--- src/rtl/check_queue_if.sv ---
// check_queue_if: groups the decode-2 facing and scheduler-1 facing signals
// of the check queue.
//   Enqueue side : IN_VALID/IN_READY handshake plus PC, OPCODE, RD, RS1, RS2, IMM.
//   Dequeue side : OUT_VALID/OUT_READY handshake plus the CHECK_* head fields
//                  and the COUNT occupancy.
// slave  modport : the queue itself.
// master modport : the surrounding pipeline (decode feeds, scheduler drains).
interface check_queue_if #(
  parameter int XLEN     = 32,
  parameter int OPCODE_W = 17,
  parameter int REG_W    = 5,
  parameter int CSR_W    = 12,
  parameter int DEPTH    = 4
);
  localparam int CNT_W = $clog2(DEPTH + 1);

  logic                IN_VALID;
  logic                IN_READY;
  logic [XLEN-1:0]     PC;
  logic [OPCODE_W-1:0] OPCODE;
  logic [REG_W-1:0]    RD;
  logic [REG_W-1:0]    RS1;
  logic [REG_W-1:0]    RS2;
  logic [XLEN-1:0]     IMM;

  logic                OUT_VALID;
  logic                OUT_READY;
  logic                CHECK_ACCEPT;
  logic [XLEN-1:0]     CHECK_PC;
  logic [OPCODE_W-1:0] CHECK_OPCODE;
  logic [REG_W-1:0]    CHECK_RD;
  logic [REG_W-1:0]    CHECK_RS1;
  logic [REG_W-1:0]    CHECK_RS2;
  logic [CSR_W-1:0]    CHECK_CSR;
  logic [XLEN-1:0]     CHECK_IMM;
  logic [CNT_W-1:0]    COUNT;

  modport slave (
    input  IN_VALID, PC, OPCODE, RD, RS1, RS2, IMM, OUT_READY,
    output IN_READY, OUT_VALID, CHECK_ACCEPT, CHECK_PC, CHECK_OPCODE,
           CHECK_RD, CHECK_RS1, CHECK_RS2, CHECK_CSR, CHECK_IMM, COUNT
  );

  modport master (
    output IN_VALID, PC, OPCODE, RD, RS1, RS2, IMM, OUT_READY,
    input  IN_READY, OUT_VALID, CHECK_ACCEPT, CHECK_PC, CHECK_OPCODE,
           CHECK_RD, CHECK_RS1, CHECK_RS2, CHECK_CSR, CHECK_IMM, COUNT
  );
endinterface

--- src/rtl/check_queue.sv ---
// check_queue: DEPTH-entry in-order instruction FIFO between decode stage 2
// and scheduler stage 1.
//   CLK      : rising-edge clock
//   RST      : asynchronous active-high reset (empties the queue)
//   FLUSH    : synchronous clear, wins over any same-cycle enqueue/dequeue
//   STALL    : blocks dequeue only
//   MEM_WAIT : blocks dequeue only
//   q        : check_queue_if.slave, enqueue and dequeue handshakes, head
//              fields (forced to zero when empty), accept flag, occupancy.
module check_queue #(
  parameter int              XLEN        = 32,
  parameter int              OPCODE_W    = 17,
  parameter int              REG_W       = 5,
  parameter int              CSR_W       = 12,
  parameter int              DEPTH       = 4,
  parameter logic [XLEN-1:0] INVALID_IMM = {XLEN{1'b1}}
) (
  input logic          CLK,
  input logic          RST,
  input logic          FLUSH,
  input logic          STALL,
  input logic          MEM_WAIT,
  check_queue_if.slave q
);
  localparam int PTR_W   = $clog2(DEPTH);
  localparam int CNT_W   = $clog2(DEPTH + 1);
  localparam int ENTRY_W = 2 * XLEN + OPCODE_W + 3 * REG_W;
  localparam logic [PTR_W-1:0] LAST_PTR = PTR_W'(DEPTH - 1);
  localparam logic [CNT_W-1:0] FULL_CNT = CNT_W'(DEPTH);

  logic [ENTRY_W-1:0] mem_q [DEPTH];
  logic [PTR_W-1:0]   wr_ptr_q, wr_ptr_d;
  logic [PTR_W-1:0]   rd_ptr_q, rd_ptr_d;
  logic [CNT_W-1:0]   count_q, count_d;

  logic               in_ready;
  logic               out_valid;
  logic               enq;
  logic               deq;
  logic [ENTRY_W-1:0] entry_in;
  logic [ENTRY_W-1:0] head;

  logic [XLEN-1:0]     head_pc;
  logic [OPCODE_W-1:0] head_opcode;
  logic [REG_W-1:0]    head_rd, head_rs1, head_rs2;
  logic [XLEN-1:0]     head_imm;

  // Handshakes. IN_READY looks only at the registered count, so a full queue
  // stays not-ready for the whole cycle even if the head leaves in it.
  always_comb begin
    in_ready  = (count_q < FULL_CNT) && !FLUSH;
    out_valid = (count_q != '0);
    enq       = q.IN_VALID && in_ready;
    deq       = out_valid && q.OUT_READY && !STALL && !MEM_WAIT;
    entry_in  = {q.PC, q.OPCODE, q.RD, q.RS1, q.RS2, q.IMM};
  end

  always_comb begin
    wr_ptr_d = wr_ptr_q;
    rd_ptr_d = rd_ptr_q;
    count_d  = count_q;
    if (FLUSH) begin
      wr_ptr_d = '0;
      rd_ptr_d = '0;
      count_d  = '0;
    end else begin
      // Explicit wrap keeps non-power-of-two depths correct.
      if (enq) wr_ptr_d = (wr_ptr_q == LAST_PTR) ? '0 : wr_ptr_q + PTR_W'(1);
      if (deq) rd_ptr_d = (rd_ptr_q == LAST_PTR) ? '0 : rd_ptr_q + PTR_W'(1);
      case ({enq, deq})
        2'b10:   count_d = count_q + CNT_W'(1);
        2'b01:   count_d = count_q - CNT_W'(1);
        default: count_d = count_q;
      endcase
    end
  end

  always_ff @(posedge CLK or posedge RST) begin
    if (RST) begin
      wr_ptr_q <= '0;
      rd_ptr_q <= '0;
      count_q  <= '0;
    end else begin
      wr_ptr_q <= wr_ptr_d;
      rd_ptr_q <= rd_ptr_d;
      count_q  <= count_d;
    end
  end

  // Storage carries no reset; emptiness is tracked purely by count_q.
  always_ff @(posedge CLK) begin
    if (enq) mem_q[wr_ptr_q] <= entry_in;
  end

  always_comb begin
    head = mem_q[rd_ptr_q];
    {head_pc, head_opcode, head_rd, head_rs1, head_rs2, head_imm} = head;
  end

  // Head presentation; zeros when empty so stale storage never leaks out.
  always_comb begin
    q.IN_READY     = in_ready;
    q.OUT_VALID    = out_valid;
    q.COUNT        = count_q;
    q.CHECK_ACCEPT = 1'b0;
    q.CHECK_PC     = '0;
    q.CHECK_OPCODE = '0;
    q.CHECK_RD     = '0;
    q.CHECK_RS1    = '0;
    q.CHECK_RS2    = '0;
    q.CHECK_CSR    = '0;
    q.CHECK_IMM    = '0;
    if (out_valid) begin
      q.CHECK_ACCEPT = (head_imm != INVALID_IMM);
      q.CHECK_PC     = head_pc;
      q.CHECK_OPCODE = head_opcode;
      q.CHECK_RD     = head_rd;
      q.CHECK_RS1    = head_rs1;
      q.CHECK_RS2    = head_rs2;
      q.CHECK_CSR    = head_imm[CSR_W-1:0];
      q.CHECK_IMM    = head_imm;
    end
  end
endmodule

--- src/flat_wrapper.sv ---
// flat-port wrapper written by rule: the top's interface ports become plain ports
module check_queue_flat 
#(
  parameter int              XLEN        = 32,
  parameter int              OPCODE_W    = 17,
  parameter int              REG_W       = 5,
  parameter int              CSR_W       = 12,
  parameter int              DEPTH       = 4,
  parameter logic [XLEN-1:0] INVALID_IMM = {XLEN{1'b1}}
)
  (CLK, RST, FLUSH, STALL, MEM_WAIT, q_IN_VALID, q_PC, q_OPCODE, q_RD, q_RS1, q_RS2, q_IMM, q_OUT_READY, q_IN_READY, q_OUT_VALID, q_CHECK_ACCEPT, q_CHECK_PC, q_CHECK_OPCODE, q_CHECK_RD, q_CHECK_RS1, q_CHECK_RS2, q_CHECK_CSR, q_CHECK_IMM, q_COUNT);
  check_queue_if #(.XLEN(XLEN), .OPCODE_W(OPCODE_W), .REG_W(REG_W), .CSR_W(CSR_W), .DEPTH(DEPTH)) q_i ();
  input logic CLK;
  input logic RST;
  input logic FLUSH;
  input logic STALL;
  input logic MEM_WAIT;
  input wire logic [$bits(q_i.IN_VALID)-1:0] q_IN_VALID;
  input wire logic [$bits(q_i.PC)-1:0] q_PC;
  input wire logic [$bits(q_i.OPCODE)-1:0] q_OPCODE;
  input wire logic [$bits(q_i.RD)-1:0] q_RD;
  input wire logic [$bits(q_i.RS1)-1:0] q_RS1;
  input wire logic [$bits(q_i.RS2)-1:0] q_RS2;
  input wire logic [$bits(q_i.IMM)-1:0] q_IMM;
  input wire logic [$bits(q_i.OUT_READY)-1:0] q_OUT_READY;
  output wire logic [$bits(q_i.IN_READY)-1:0] q_IN_READY;
  output wire logic [$bits(q_i.OUT_VALID)-1:0] q_OUT_VALID;
  output wire logic [$bits(q_i.CHECK_ACCEPT)-1:0] q_CHECK_ACCEPT;
  output wire logic [$bits(q_i.CHECK_PC)-1:0] q_CHECK_PC;
  output wire logic [$bits(q_i.CHECK_OPCODE)-1:0] q_CHECK_OPCODE;
  output wire logic [$bits(q_i.CHECK_RD)-1:0] q_CHECK_RD;
  output wire logic [$bits(q_i.CHECK_RS1)-1:0] q_CHECK_RS1;
  output wire logic [$bits(q_i.CHECK_RS2)-1:0] q_CHECK_RS2;
  output wire logic [$bits(q_i.CHECK_CSR)-1:0] q_CHECK_CSR;
  output wire logic [$bits(q_i.CHECK_IMM)-1:0] q_CHECK_IMM;
  output wire logic [$bits(q_i.COUNT)-1:0] q_COUNT;
  assign q_i.IN_VALID = q_IN_VALID;
  assign q_i.PC = q_PC;
  assign q_i.OPCODE = q_OPCODE;
  assign q_i.RD = q_RD;
  assign q_i.RS1 = q_RS1;
  assign q_i.RS2 = q_RS2;
  assign q_i.IMM = q_IMM;
  assign q_i.OUT_READY = q_OUT_READY;
  assign q_IN_READY = q_i.IN_READY;
  assign q_OUT_VALID = q_i.OUT_VALID;
  assign q_CHECK_ACCEPT = q_i.CHECK_ACCEPT;
  assign q_CHECK_PC = q_i.CHECK_PC;
  assign q_CHECK_OPCODE = q_i.CHECK_OPCODE;
  assign q_CHECK_RD = q_i.CHECK_RD;
  assign q_CHECK_RS1 = q_i.CHECK_RS1;
  assign q_CHECK_RS2 = q_i.CHECK_RS2;
  assign q_CHECK_CSR = q_i.CHECK_CSR;
  assign q_CHECK_IMM = q_i.CHECK_IMM;
  assign q_COUNT = q_i.COUNT;
  check_queue #(.XLEN(XLEN), .OPCODE_W(OPCODE_W), .REG_W(REG_W), .CSR_W(CSR_W), .DEPTH(DEPTH), .INVALID_IMM(INVALID_IMM)) u_core (.CLK(CLK), .RST(RST), .FLUSH(FLUSH), .STALL(STALL), .MEM_WAIT(MEM_WAIT), .q(q_i));
endmodule
--- config.mk ---
export PLATFORM = sky130hd
export DESIGN_NAME = check_queue_flat
export DESIGN_NICKNAME = d
export VERILOG_FILES = /design/src/rtl/check_queue_if.sv /design/src/rtl/check_queue.sv /design/src/flat_wrapper.sv
export SDC_FILE = /design/constraint.sdc
export NUM_CORES = 1
export LEC_CHECK = 0
export CORE_MARGIN = 5
export CORE_UTILIZATION = 54
export DETAILED_ROUTE_END_ITERATION = 16
export GPL_ROUTABILITY_DRIVEN = 0
export PLACE_DENSITY = 0.79
export SYNTH_ARGS = -nofsm -noshare
export SYNTH_HDL_FRONTEND = slang
export SYNTH_SLANG_ARGS = --single-unit
--- constraint.sdc ---
create_clock -name CLK -period 4.4 [get_ports CLK]
set_input_delay 0.44 -clock CLK [delete_from_list [all_inputs] [get_ports CLK]]
set_output_delay 0.44 -clock CLK [all_outputs]
set_load 0.01 [all_outputs]
==> impl_metrics.toml <==
[clock_tree]
clkSinkCount = 391
tritoncts = "built"
h-tree-depth = 2
cts_setup_buffers = 0
numCtsBuffers = 40
clkLatencyLatePin_ps = 520
cts.hold.buffers_added = 0
cts_root_buffer = "clkbuf_16"
cts_resized = 0
clkTransAtPathRegs_ps = 60
clk_path_buf_depth = 3

[drt]
drt-initial-drc-count = 430
wl_mm = 30.4
avgRoutedWirePerCell_um = 22.9
vias = 7441
route.detailed.drc = 0
ant_nets = 0
via_per_inst = 5.61
first_pass_iters = 5

[hold_path]
hold_path.class = "input port to async pin"

[worst_setup_path]
critical_path_required_ps = 3960
endpoint_kind = "output pin"
criticalPathCategory = "flop to output pin"
crit_arrival_ps = 3260
cp_max_fo = 66
start_kind = "flop"

[flow_run]
maxCapViolCount = 0

[sta]
fmax_ghz = 0.270
rsz0062_at_grt = "false"
slew_viol_final = 0
period_needed_ps = 3700
setup_slack_ps = 696
finalSetupTns_ps = 0
hold_violations = 0
worst_slew_pin_slew_ps = 1090
setup_viol = 0
hold_ws_ps = 172
max_slew_margin_pct = 27.5
skew_ps = 16.6
min_period_over_period_pct = 84.2

[global_route]
grt_usage_pct = 19.5
grt_pass1_vias = 8024
grt_start_max_net_pins = 67
grt-ovfl-total = 0
grt_first_pass_wirelength_mm = 47.0
antenna_found_initial = 4

[cells_and_area]
layout.nets = 1022
area_delta_synth_final_pct = 24.4
multi_input_area_mm2 = 0.00315
drive_above_1_share_pct = 18.3
fill_cells = 1787
fin_cells = 1326
postLayoutCoreUtil_pct = 68.0
regArea_mm2 = 0.0117

[yosys]
synth.avg_cell_area_um2 = 22.2
synth_warnings = 0
syn_inst = 684
synth_fp_nets = 793
mappedNetlistArea_mm2 = 0.0152
ys_types = 33
yosysSeqAreaShare_pct = 77.1
synth-seq-cells = 391

[place]
post-place-cells = 1249
pre_cts_ws_ps = 1230
post-dp-hpwl_mm = 18.1
portBuffers = 216

[floorplanning]
fp.dieH_um = 178
core_area_mm2 = 0.0278
die_area_mm2 = 0.0316
io_pins = 217
rows = 61
start_util_pct = 54.7
die_x_um = 178

[power_and_ir_drop]
ir_drop_mv = 0.349
power.static_leakage_uw = 0.00597
powerDensity_mw_per_mm2 = 426

[outcome]
outcome = "finished clean"
==> state kept, by name, indices dropped and copies added (netlist names) <==
register         count
u_core.q.COUNT       3
u_core.wr_ptr_q      2
u_core.mem_q       384
u_core.rd_ptr_q      2
==> cell usage after synthesis <==
library cell	number	share of area, %
nand3_1	1	0.033
a21o_1	2	0.099
buf_6	10	0.74
buf_12	1	0.13
clkbuf_1	10	0.25
a21oi_1	4	0.13
ha_1	5	0.41
o31ai_1	2	0.099
nand2_1	7	0.17
edfxtp_1	384	76
nor3_1	2	0.066
nor4_1	2	0.082
buf_8	1	0.099
a31oi_1	1	0.041
nor3b_4	1	0.12
nor2_1	2	0.049
nor3b_1	1	0.049
or3b_1	2	0.12
fa_1	1	0.13
o21ai_0	1	0.033
dfrtp_1	7	1.2
buf_4	12	0.59
and2_1	100	4.1
nand4_1	8	0.33
buf_2	11	0.36
o21a_1	1	0.049
or3_1	1	0.041
nor3_2	2	0.13
mux4_2	96	14
inv_1	3	0.074
inv_2	1	0.025
a21boi_1	1	0.049
or4_1	1	0.049
==> worst paths after layout <==
check                                    from                  to  slack [ps]  depth (start not counted)
max                         u_core.q.COUNT[2]       q_CHECK_PC[1]         700                          6
min                                       RST   u_core.q.COUNT[1]         170                          2
max reg2reg                 u_core.q.COUNT[2]   u_core.q.COUNT[2]        1880                          6
min reg2reg                u_core.wr_ptr_q[0]  u_core.wr_ptr_q[0]         640                          3
max in group asynchronous                 RST  u_core.rd_ptr_q[1]        3970                          2
min in group CLK                     q_IMM[3]  u_core.mem_q[1][3]         550                          1
==> critical path, cell delays in order, from the launching register on <==
cell	delay [ps]
dfrtp_1	530
nor3_2	60
buf_4	160
inv_2	780
buf_4	380
and2_1	240
clkdlybuf4s50_1	590
==> layout by cell type, fill, tap and decap left out, drive strengths merged, types with 4 or more instances in the layout <==
cell type	synthesis	final
edfxtp	384	384
clkdlybuf4s50	0	216
and2	100	100
mux4	96	96
clkbuf	10	49
clkinv	0	20
buf	35	16
nand4	8	8
nand2	7	7
dfrtp	7	7
inv	4	6
ha	5	5
diode	0	4
a21oi	4	4
nor3	4	4
==> metal layers <==
layer	vias up	global-route usage (%)	wire length, um
met5	-	0	20
met4	2	3.74	294
met3	31	5.28	2130
met2	261	32.0	15400
met1	3899	26.9	12500
li1	3248	-	-
==> cell type report <==
| type | instances | area share, % |
|---|---|---|
| tap | 378 | 2.50 |
| antenna | 4 | 0.0530 |
| inverter | 4 | 0.0794 |
| clock inverter | 24 | 0.748 |
| timing repair buffer | 232 | 12.4 |
| clock buffer | 49 | 5.59 |
| sequential | 391 | 62.0 |
| multi-input combinational | 244 | 16.6 |
==> power breakdown <==
| group | internal [uW] | leakage (uW) | switching (uW) | total (uW) |
|---|---|---|---|---|
| registers | 4220 | 0.00358 | 37.1 | 4260 |
| clock network | 1770 | 0.000584 | 1310 | 3070 |
| logic | 381 | 0.00181 | 335 | 716 |
==> logic make-up (layout without fill, tap and decap cells) <==
family	after synthesis	count (layout)	share of synthesized area [%]
adder cells (fa/ha/maj)	6	6	0.544
buffers and inverters	49	309	2.27
flip-flops	391	391	77.1
other	0	4	0
AO/OA/AOI/OAI	12	12	0.503
multiplexers	96	96	14.2
AND/OR/NAND/NOR	130	130	5.36
==> through the flow <==
step	area, um2	total power (uW)
2_1_floorplan	15200	4660
3_3_place_gp	17700	5040
3_5_place_dp	17700	5060
4_1_cts	18900	8140
5_1_grt	18900	8350
6_report	18900	8050
Power figures use the tool's default switching activity.
